`config.mk`:
```
export PLATFORM = sky130hd
export DESIGN_NAME = kernel_conv3x3
export DESIGN_NICKNAME = d
export VERILOG_FILES = /design/src/rtl/kernel_conv3x3_pkg.sv /design/src/rtl/conv3x3_row_mac.sv /design/src/rtl/kernel_conv3x3.sv
export SDC_FILE = /design/constraint.sdc
export NUM_CORES = 2
export LEC_CHECK = 0
export ABC_AREA = 1
export ABC_CLOCK_PERIOD_IN_PS = 4320
export BUFFER_PORTS_ARGS = -buffer_cell sky130_fd_sc_hd__buf_2
export CAP_MARGIN = 25
export CORE_MARGIN = 5
export CORE_UTILIZATION = 40
export CTS_BUF_LIST = sky130_fd_sc_hd__clkbuf_2
export DETAILED_ROUTE_END_ITERATION = 10
export PLACE_DENSITY_LB_ADDON = 0.15
export SLEW_MARGIN = 20
export SYNTH_ARGS = -nofsm -noshare
export SYNTH_HDL_FRONTEND = slang
export SYNTH_SLANG_ARGS = --single-unit
```
`constraint.sdc`:
```
create_clock -name clk -period 4.32 [get_ports clk]
set_input_delay 0.216 -clock clk [delete_from_list [all_inputs] [get_ports clk]]
set_output_delay 0.216 -clock clk [all_outputs]
set_load 0.02 [all_outputs]
```
`src/rtl/kernel_conv3x3_pkg.sv`:
```
// kernel_conv3x3_pkg: beat type codes shared with the stream blocks, plus derived
// datapath widths for the 3x3 convolution stage.
package kernel_conv3x3_pkg;

    localparam int DTYPE_WIDTH = 4;

    localparam logic [DTYPE_WIDTH-1:0] DTYPE_FRAME_START = 4'h1;
    localparam logic [DTYPE_WIDTH-1:0] DTYPE_FRAME_END   = 4'h2;
    localparam logic [DTYPE_WIDTH-1:0] DTYPE_ROW_START   = 4'h3;
    localparam logic [DTYPE_WIDTH-1:0] DTYPE_ROW_END     = 4'h4;
    localparam logic [DTYPE_WIDTH-1:0] DTYPE_HEADER      = 4'h5;
    localparam logic [DTYPE_WIDTH-1:0] DTYPE_PIXEL       = 4'h8;
    localparam logic [DTYPE_WIDTH-1:0] DTYPE_PIXEL_MASK  = 4'h8;

    // Growth over the product width: three-term row sum, nine-term total.
    localparam int ROW_GROW   = 2;
    localparam int TOTAL_GROW = 4;

    function automatic int prod_width(int pixel_width, int coef_width);
        return pixel_width + coef_width + 1;
    endfunction

    function automatic int row_width(int pixel_width, int coef_width);
        return prod_width(pixel_width, coef_width) + ROW_GROW;
    endfunction

    function automatic int total_width(int pixel_width, int coef_width);
        return prod_width(pixel_width, coef_width) + TOTAL_GROW;
    endfunction

endpackage

```
`src/rtl/conv3x3_row_mac.sv`:
```
// conv3x3_row_mac: one window row times three signed coefficients; products are
// registered in stage 1 and the row sum in stage 2.
module conv3x3_row_mac
    import kernel_conv3x3_pkg::*;
#(
    parameter int PIXEL_WIDTH = 10,
    parameter int COEF_WIDTH  = 8,
    localparam int PW = prod_width(PIXEL_WIDTH, COEF_WIDTH),
    localparam int RW = row_width(PIXEL_WIDTH, COEF_WIDTH)
) (
    input  logic                     clk,
    input  logic                     resetb,
    input  logic [3*PIXEL_WIDTH-1:0] pix,
    input  logic [3*COEF_WIDTH-1:0]  coef,
    output logic signed [RW-1:0]     row_sum
);

    logic signed [PW-1:0] prod_d [3];
    logic signed [PW-1:0] prod   [3];

    // Pixels are unsigned, so a zero MSB is prepended before the signed multiply.
    for (genvar c = 0; c < 3; c++) begin : g_mul
        assign prod_d[c] = PW'($signed({1'b0, pix[c*PIXEL_WIDTH +: PIXEL_WIDTH]}))
                         * PW'($signed(coef[c*COEF_WIDTH +: COEF_WIDTH]));
    end

    always_ff @(posedge clk or negedge resetb)
        if (!resetb) begin
            prod    <= '{default: '0};
            row_sum <= '0;
        end else begin
            prod    <= prod_d;
            row_sum <= RW'(prod[0]) + RW'(prod[1]) + RW'(prod[2]);
        end

endmodule

```
`src/rtl/kernel_conv3x3.sv`:
```
// kernel_conv3x3: 3-cycle 3x3 convolution of pixel beats with round/shift/clamp; other
// beats pass through. KERNEL_CONV_COEF_SHADOW_EN latches coef/shift on each frame start.
module kernel_conv3x3
    import kernel_conv3x3_pkg::*;
#(
    parameter int PIXEL_WIDTH = 10,
    parameter int DATA_WIDTH  = 16,
    parameter int COEF_WIDTH  = 8,
    parameter int SHIFT_WIDTH = 4
) (
    input  logic                     clk,
    input  logic                     resetb,
    input  logic                     dvi,
    input  logic [DTYPE_WIDTH-1:0]   dtypei,
    input  logic [DATA_WIDTH-1:0]    meta_datai,
    input  logic [9*PIXEL_WIDTH-1:0] kernel_datai,
    input  logic                     enable,
    input  logic [9*COEF_WIDTH-1:0]  coef,
    input  logic [SHIFT_WIDTH-1:0]   shift,
    output logic                     dvo,
    output logic [DTYPE_WIDTH-1:0]   dtypeo,
    output logic [DATA_WIDTH-1:0]    datao
);

    localparam int RW = row_width(PIXEL_WIDTH, COEF_WIDTH);
    localparam int TW = total_width(PIXEL_WIDTH, COEF_WIDTH);

    logic [9*COEF_WIDTH-1:0] coef_use;
    logic [SHIFT_WIDTH-1:0]  shift_use;

`ifdef KERNEL_CONV_COEF_SHADOW_EN
    logic [9*COEF_WIDTH-1:0] coef_sh;
    logic [SHIFT_WIDTH-1:0]  shift_sh;

    always_ff @(posedge clk or negedge resetb)
        if (!resetb) begin
            coef_sh  <= '0;
            shift_sh <= '0;
        end else if (dvi && dtypei == DTYPE_FRAME_START) begin
            coef_sh  <= coef;
            shift_sh <= shift;
        end

    assign coef_use  = coef_sh;
    assign shift_use = shift_sh;
`else
    assign coef_use  = coef;
    assign shift_use = shift;
`endif

    logic signed [RW-1:0] row_sum [3];

    for (genvar r = 0; r < 3; r++) begin : g_row
        conv3x3_row_mac #(
            .PIXEL_WIDTH(PIXEL_WIDTH),
            .COEF_WIDTH (COEF_WIDTH)
        ) u_row (
            .clk    (clk),
            .resetb (resetb),
            .pix    (kernel_datai[r*3*PIXEL_WIDTH +: 3*PIXEL_WIDTH]),
            .coef   (coef_use[r*3*COEF_WIDTH +: 3*COEF_WIDTH]),
            .row_sum(row_sum[r])
        );
    end

    logic                   dv1, dv2, pix1, pix2;
    logic [DTYPE_WIDTH-1:0] dt1, dt2;
    logic [DATA_WIDTH-1:0]  meta1, meta2;
    logic [SHIFT_WIDTH-1:0] sh1, sh2;

    // Sideband travels alongside the MAC pipeline so every beat sees the same latency.
    always_ff @(posedge clk or negedge resetb)
        if (!resetb) begin
            {dv1, dv2, pix1, pix2} <= '0;
            {dt1, dt2}             <= '0;
            {meta1, meta2}         <= '0;
            {sh1, sh2}             <= '0;
        end else begin
            dv1   <= dvi;
            dt1   <= dtypei;
            meta1 <= meta_datai;
            pix1  <= dvi && enable && |(dtypei & DTYPE_PIXEL_MASK);
            sh1   <= shift_use;
            dv2   <= dv1;
            dt2   <= dt1;
            meta2 <= meta1;
            pix2  <= pix1;
            sh2   <= sh1;
        end

    logic signed [TW:0]     total, half, scaled;
    logic [PIXEL_WIDTH-1:0] clamped;

    // One spare bit above the total keeps the rounding add from wrapping.
    always_comb begin
        total   = (TW+1)'(row_sum[0]) + (TW+1)'(row_sum[1]) + (TW+1)'(row_sum[2]);
        half    = (sh2 == '0) ? '0 : (TW+1)'(1) << (sh2 - SHIFT_WIDTH'(1));
        scaled  = (total + half) >>> sh2;
        clamped = scaled[TW] ? '0 : (|scaled[TW-1:PIXEL_WIDTH] ? '1 : scaled[PIXEL_WIDTH-1:0]);
    end

    always_ff @(posedge clk or negedge resetb)
        if (!resetb) begin
            dvo    <= 1'b0;
            dtypeo <= '0;
            datao  <= '0;
        end else begin
            dvo    <= dv2;
            dtypeo <= dt2;
            datao  <= pix2 ? DATA_WIDTH'(clamped) : meta2;
        end

endmodule
```
# Word level (Yosys, flattened, before mapping)
# Cells that the tools add are included.
[classes]
shift = 2
mul = 9
addsub = 10
n_mux = 4
n_reduce_logical = 4
[op_table]
columns = ["cell", "n"]
rows = [
  ["multiplier 11 x 8 -> 19 bit", 9],
  ["adder 20 x 19 -> 21 bit", 3],
  ["adder 19 x 19 -> 20 bit", 3],
  ["adder 23 x 24 -> 24 bit", 1],
  ["2-to-1 mux 24 bit", 1],
  ["left shift 1 x 4 -> 24 bit (first input constant)", 1],
  [">>> shifter 24 x 4 -> 24 bit", 1],
  ["adder 22 x 21 -> 23 bit", 1],
  ["adder 21 x 21 -> 22 bit", 1],
  ["2-to-1 mux 10 bit", 2],
  ["2-to-1 mux 16 bit", 1],
  ["OR reduction 13 bit", 1],
  ["logical NOT 4 bit", 1],
  ["subtractor 4 x 1 -> 4 bit (second input constant)", 1],
  ["logical AND 1 bit", 2],
]
[totals]
wordCells = 54
inputBits = 190
out_inout_bits = 21
regBits = 307

# Logic depth before layout (Yosys ltp)
[logic_depth]
depth_word = 9
mapped_depth = 32
mapped_depth_nobuf = 29

# By module
# Synthesis repeated with hierarchy kept, for this count alone.
[unflattened]
hier_cells = 5567
area_unflattened_um2 = 42590.8
[modules_own_cells]
columns = ["mod", "n_inst", "cells_each", "seq_area_each_um2", "area_per_inst_um2"]
rows = [
  ["conv3x3_row_mac at g_row[1].u_row", 1, 1589, 1951.9, 12299.3],
  ["conv3x3_row_mac at g_row[2].u_row", 1, 1592, 1951.9, 12288.0],
  ["conv3x3_row_mac at g_row[0].u_row", 1, 1595, 1951.9, 12259.3],
  ["kernel_conv3x3", 1, 791, 1826.8, 5744.3],
]

# Least setup slack after synthesis
# No wires, ideal clock.
[synth_timing]
path_type = "flip-flop to flip-flop"
startpoint = "register sh2[1]"
endpoint = "register datao[0]"
setup_ps = 116
arrival_time_ps = 4387
required_time_ps = 4204
period_less_slack_ps = 4504
n_path_buf = 3
path_stages_with_launch = 31
slack_ps = -184
path_cell_list = "dfrtp_1 -> clkbuf_1 -> inv_1 -> buf_2 -> clkbuf_1 -> nor2_1 -> nand2_1 -> fa_1 -> inv_1 -> fa_1 -> ha_1 -> inv_1 -> fa_1 -> inv_1 -> nand3_1 -> nand3_2 -> nand2_1 -> nand2_1 -> nand2_1 -> nand3_1 -> nand3_1 -> nand3_1 -> nand3_1 -> nand2_1 -> nand2_1 -> nor2_1 -> nand2_1 -> nand2_4 -> nand3_1 -> nand2_1 -> nand2_1"
[synth_via]
elab_chain_len = 9
elab_cells_between_ends = 10
classes_between = "2 x add/sub; 2 x shift; 4 x mux; 2 x reduce/logical"
[synth_rtl]
columns = ["item", "line", "source"]
rows = [
  ["from (decl)", "kernel_conv3x3.sv:69", "logic [SHIFT_WIDTH-1:0] sh1, sh2;"],
  ["from (signal assigned)", "kernel_conv3x3.sv:77", "{sh1, sh2} <= '0;"],
  ["from (signal assigned)", "kernel_conv3x3.sv:88", "sh2 <= sh1;"],
  ["subtractor 4 x 1 -> 4 bit", "kernel_conv3x3.sv:97", "half = (sh2 == '0) ? '0 : (TW+1)'(1) << (sh2 - SHIFT_WIDTH'(1));"],
  ["left shift 1 x 4 -> 24 bit", "kernel_conv3x3.sv:97", ""],
  ["2-to-1 mux 24 bit", "kernel_conv3x3.sv:97", ""],
  ["adder 23 x 24 -> 24 bit", "kernel_conv3x3.sv:98", "scaled = (total + half) >>> sh2;"],
  [">>> shifter 24 x 4 -> 24 bit (*)", "kernel_conv3x3.sv:98", ""],
  ["OR reduction 13 bit", "kernel_conv3x3.sv:99", "clamped = scaled[TW] ? '0 : (|scaled[TW-1:PIXEL_WIDTH] ? '1 : scaled[PIXEL_WIDTH-1:0]);"],
  ["2-to-1 mux 10 bit", "kernel_conv3x3.sv:99", ""],
  ["2-to-1 mux 10 bit (*)", "kernel_conv3x3.sv:99", ""],
  ["2-to-1 mux 16 bit (*)", "kernel_conv3x3.sv:110", "datao <= pix2 ? DATA_WIDTH'(clamped) : meta2;"],
  ["to (signal assigned)", "kernel_conv3x3.sv:110", ""],
  ["to (decl)", "kernel_conv3x3.sv:22", "output logic [DATA_WIDTH-1:0] datao"],
]
# Mark *: on every way between the ends. The rest lies on a longest branch, timed or not.

# Final worst setup path
[layout_timing]
startpoint = "register sh2[3]"
endpoint = "register datao[1]"
# The elaborated chain is that of the path after synthesis.

==> impl_metrics.tcl <==
set metrics [dict create \
    outcome "complete, no violations" \
    area_growth_pct 21.2 \
    cts_max_level 3 \
    start_kind "flip-flop" \
    synth_edf_count 0 \
    multiInputGateArea_um2 27500 \
    totalWireLength_um 93700 \
    cts_sinks 307 \
    fp.dieW_um 325 \
    required_ns 5.25 \
    worstHoldPathType "in -> reg" \
    gp_congestion 0.848 \
    tightestPinTransition_ns 0.564 \
    utilization_pct 48.9 \
    dieArea_um2 106000 \
    grt_pass1_wl_um 160000 \
    fmax_mhz 240 \
    insertion_delay_ns 1.03 \
    r2r.worst_path.cells 23 \
    synth_top_cell_area_share_pct 27.1 \
    post-dp-hpwl_um 79300 \
    yosysTopAreaCell "fa_1" \
    core-area_um2 98600 \
    layout_common_cells "inv_1, nand2_1, fa_1, ha_1, buf_4" \
    synth-seq-cells 307 \
    skew_ns 0.0501 \
    yosysSeqAreaShare_pct 19.3 \
    drc 0 \
    yosys.cell_types.count 48 \
    ant_nets 0 \
    io_buffers 210 \
    final_common_cell "inv_1" \
    finalMaxSlewViolations 0 \
    clockBufferDepth 3 \
    period_needed_ns 4.17 \
    critPathCaptureType "flip-flop" \
    cts.clk_slew.worst_paths_ns 0.11 \
    finalCritPeriodShare_pct 96.6 \
    drive_above_1_share_pct 18.3 \
    ys.flop_type "dfrtp_1" \
    pin_count 211 \
    final.fill_count 9777 \
    grt_pass1_vias 32600 \
    cts_buffers 82 \
    place_inst 6469 \
    path_max_fanout 6 \
    relSlewSlack_pct 62.4 \
    yosys_warnings 0 \
    antenna_found_initial 3 \
    setup_viol 0 \
    synth_cells 4776 \
    via_count 30800 \
    arrival_ns 5.10 \
    initial_utilization_pct 40.3 \
    seqCellArea_um2 7680 \
    synth_area_leaders "fa_1, dfrtp_1, ha_1, inv_1, nand2_1" \
    grt.total_usage_pct 18.3 \
    async_flop_share_pct 100 \
    synth_nets 6014 \
    grt_max_degree 100 \
    crit_type "reg -> reg" \
    synth_area_um2 39700 \
    cts-root-buf "clkbuf_2" \
    rrSetupSlack_ns 0.15 \
    grt_setup_unrepaired "yes" \
    cts_tree "done" \
    first_pass_iters 5 \
    num-nets-final 6688 \
    drv_cap 0 \
    fin_cells 6794 \
    drt_iter0_markers 1042 \
    hold_viol 0 \
    rows 115 \
    whs_path_depth 7 \
    die_h_um 325 \
    avgSynthCellArea_um2 8.32 \
    viasPerCell 4.53 \
    wl_per_cell_um 13.8 \
    grt_overflow_total 0 \
]
[kinds of logic (layout without fill, tap and decap cells)]
| logic type | count (synthesis) | count (layout) | share of synthesized area, % |
|---|---|---|---|
| xor+xnor | 180 | 180 | 3.97 |
| buf+inv | 1461 | 2184 | 13.8 |
| other cells | 1 | 7 | 0.00944 |
| simple gates | 1445 | 1446 | 15.0 |
| fa+ha+maj | 1048 | 1048 | 43.2 |
| compound gates | 334 | 335 | 4.68 |
| flops | 307 | 307 | 19.3 |
[layout make-up]
class | instances | area share, %
clock buffer | 113 | 1.17
antenna | 6 | 0.0312
multi-input combinational | 3010 | 57.1
sequential | 307 | 15.9
clock inverter | 22 | 0.423
inverter | 1285 | 10.0
tap | 1287 | 3.34
timing repair buffer | 764 | 12.0
[what timing repair did]
item,in CTS,in global routing
setup endpoints to repair,10,11
pin swaps,1,58
hold buffers,162,0
buffers inserted,0,20
gates cloned,1,1
endpoints found under the hold margin,396,0
gates resized for setup,6,211
[worst paths after layout]
path | startpoint | end
max in group asynchronous | resetb | g_row[2].u_row.prod[32]
worst max register to register | sh2[3] | datao[1]
worst min register to register | sh1[1] | sh2[1]
worst max-delay path | sh2[3] | datao[1]
worst min-delay path | kernel_datai[19] | g_row[0].u_row.prod[36]
min in group asynchronous | resetb | g_row[0].u_row.prod[18]
[metrics by stage]
stage	area, µm²	hold slack, ns	TNS [ns]	setup slack (ns)
6_report	48200	0.139	0	0.146
5_1_grt	48200	-0.0260	-0.666	-0.113
4_1_cts	47100	0.000884	0	0.000607
3_5_place_dp	44700	0.217	-1.60	-0.152
3_3_place_gp	44700	0.236	-0.916	-0.155
2_1_floorplan	39800	-0.0796	0	0.00263
[state kept, by name (all words and copies together) (netlist names)]
register             count
dt1                      4
dv2                      1
sh1                      4
g_row.u_row.prod       171
g_row.u_row.row_sum     63
dv1                      1
pix2                     1
meta2                   16
pix1                     1
sh2                      4
dtypeo                   4
dvo                      1
meta1                   16
datao                   16
dt2                      4
[critical path, stage by stage (launching register included)]
cell	delay [ns]
dfrtp_1	0.43
buf_6	0.16
inv_4	0.04
nor2_4	0.12
buf_6	0.14
nand2_1	0.07
fa_1	0.47
inv_1	0.05
fa_1	0.49
ha_4	0.34
nand2_4	0.07
nor2_1	0.17
nand2_1	0.08
nand3b_4	0.16
nand4_1	0.19
nand3_2	0.15
nand3_2	0.11
nand2_1	0.06
nor2_1	0.12
nand2_2	0.12
a21oi_4	0.26
nand3_2	0.11
nand2_1	0.09
nand2_1	0.06
[per-layer routing]
layer	vias to the layer above	global-route usage, %	wire (µm)
met5	-	0	0
met4	0	3.33	1490
met3	110	2.77	3240
met2	445	30.6	44100
met1	14800	25.6	44900
li1	15500	-	-
[synthesized netlist by cell type (13+ instances only)]
library cell	count
dfrtp_1	307
nor2_1	111
nor3_1	17
inv_1	1284
or2_2	70
nand3_1	156
o21ai_0	75
a21oi_1	178
o31ai_1	13
xnor2_1	57
xor2_1	123
nand2_1	1051
a31oi_1	14
fa_1	538
ha_1	510
clkbuf_1	166
Power is left out: the tool's default activity adds up to more than one toggle a clock period on the data nets, which glitch-free logic cannot reach.
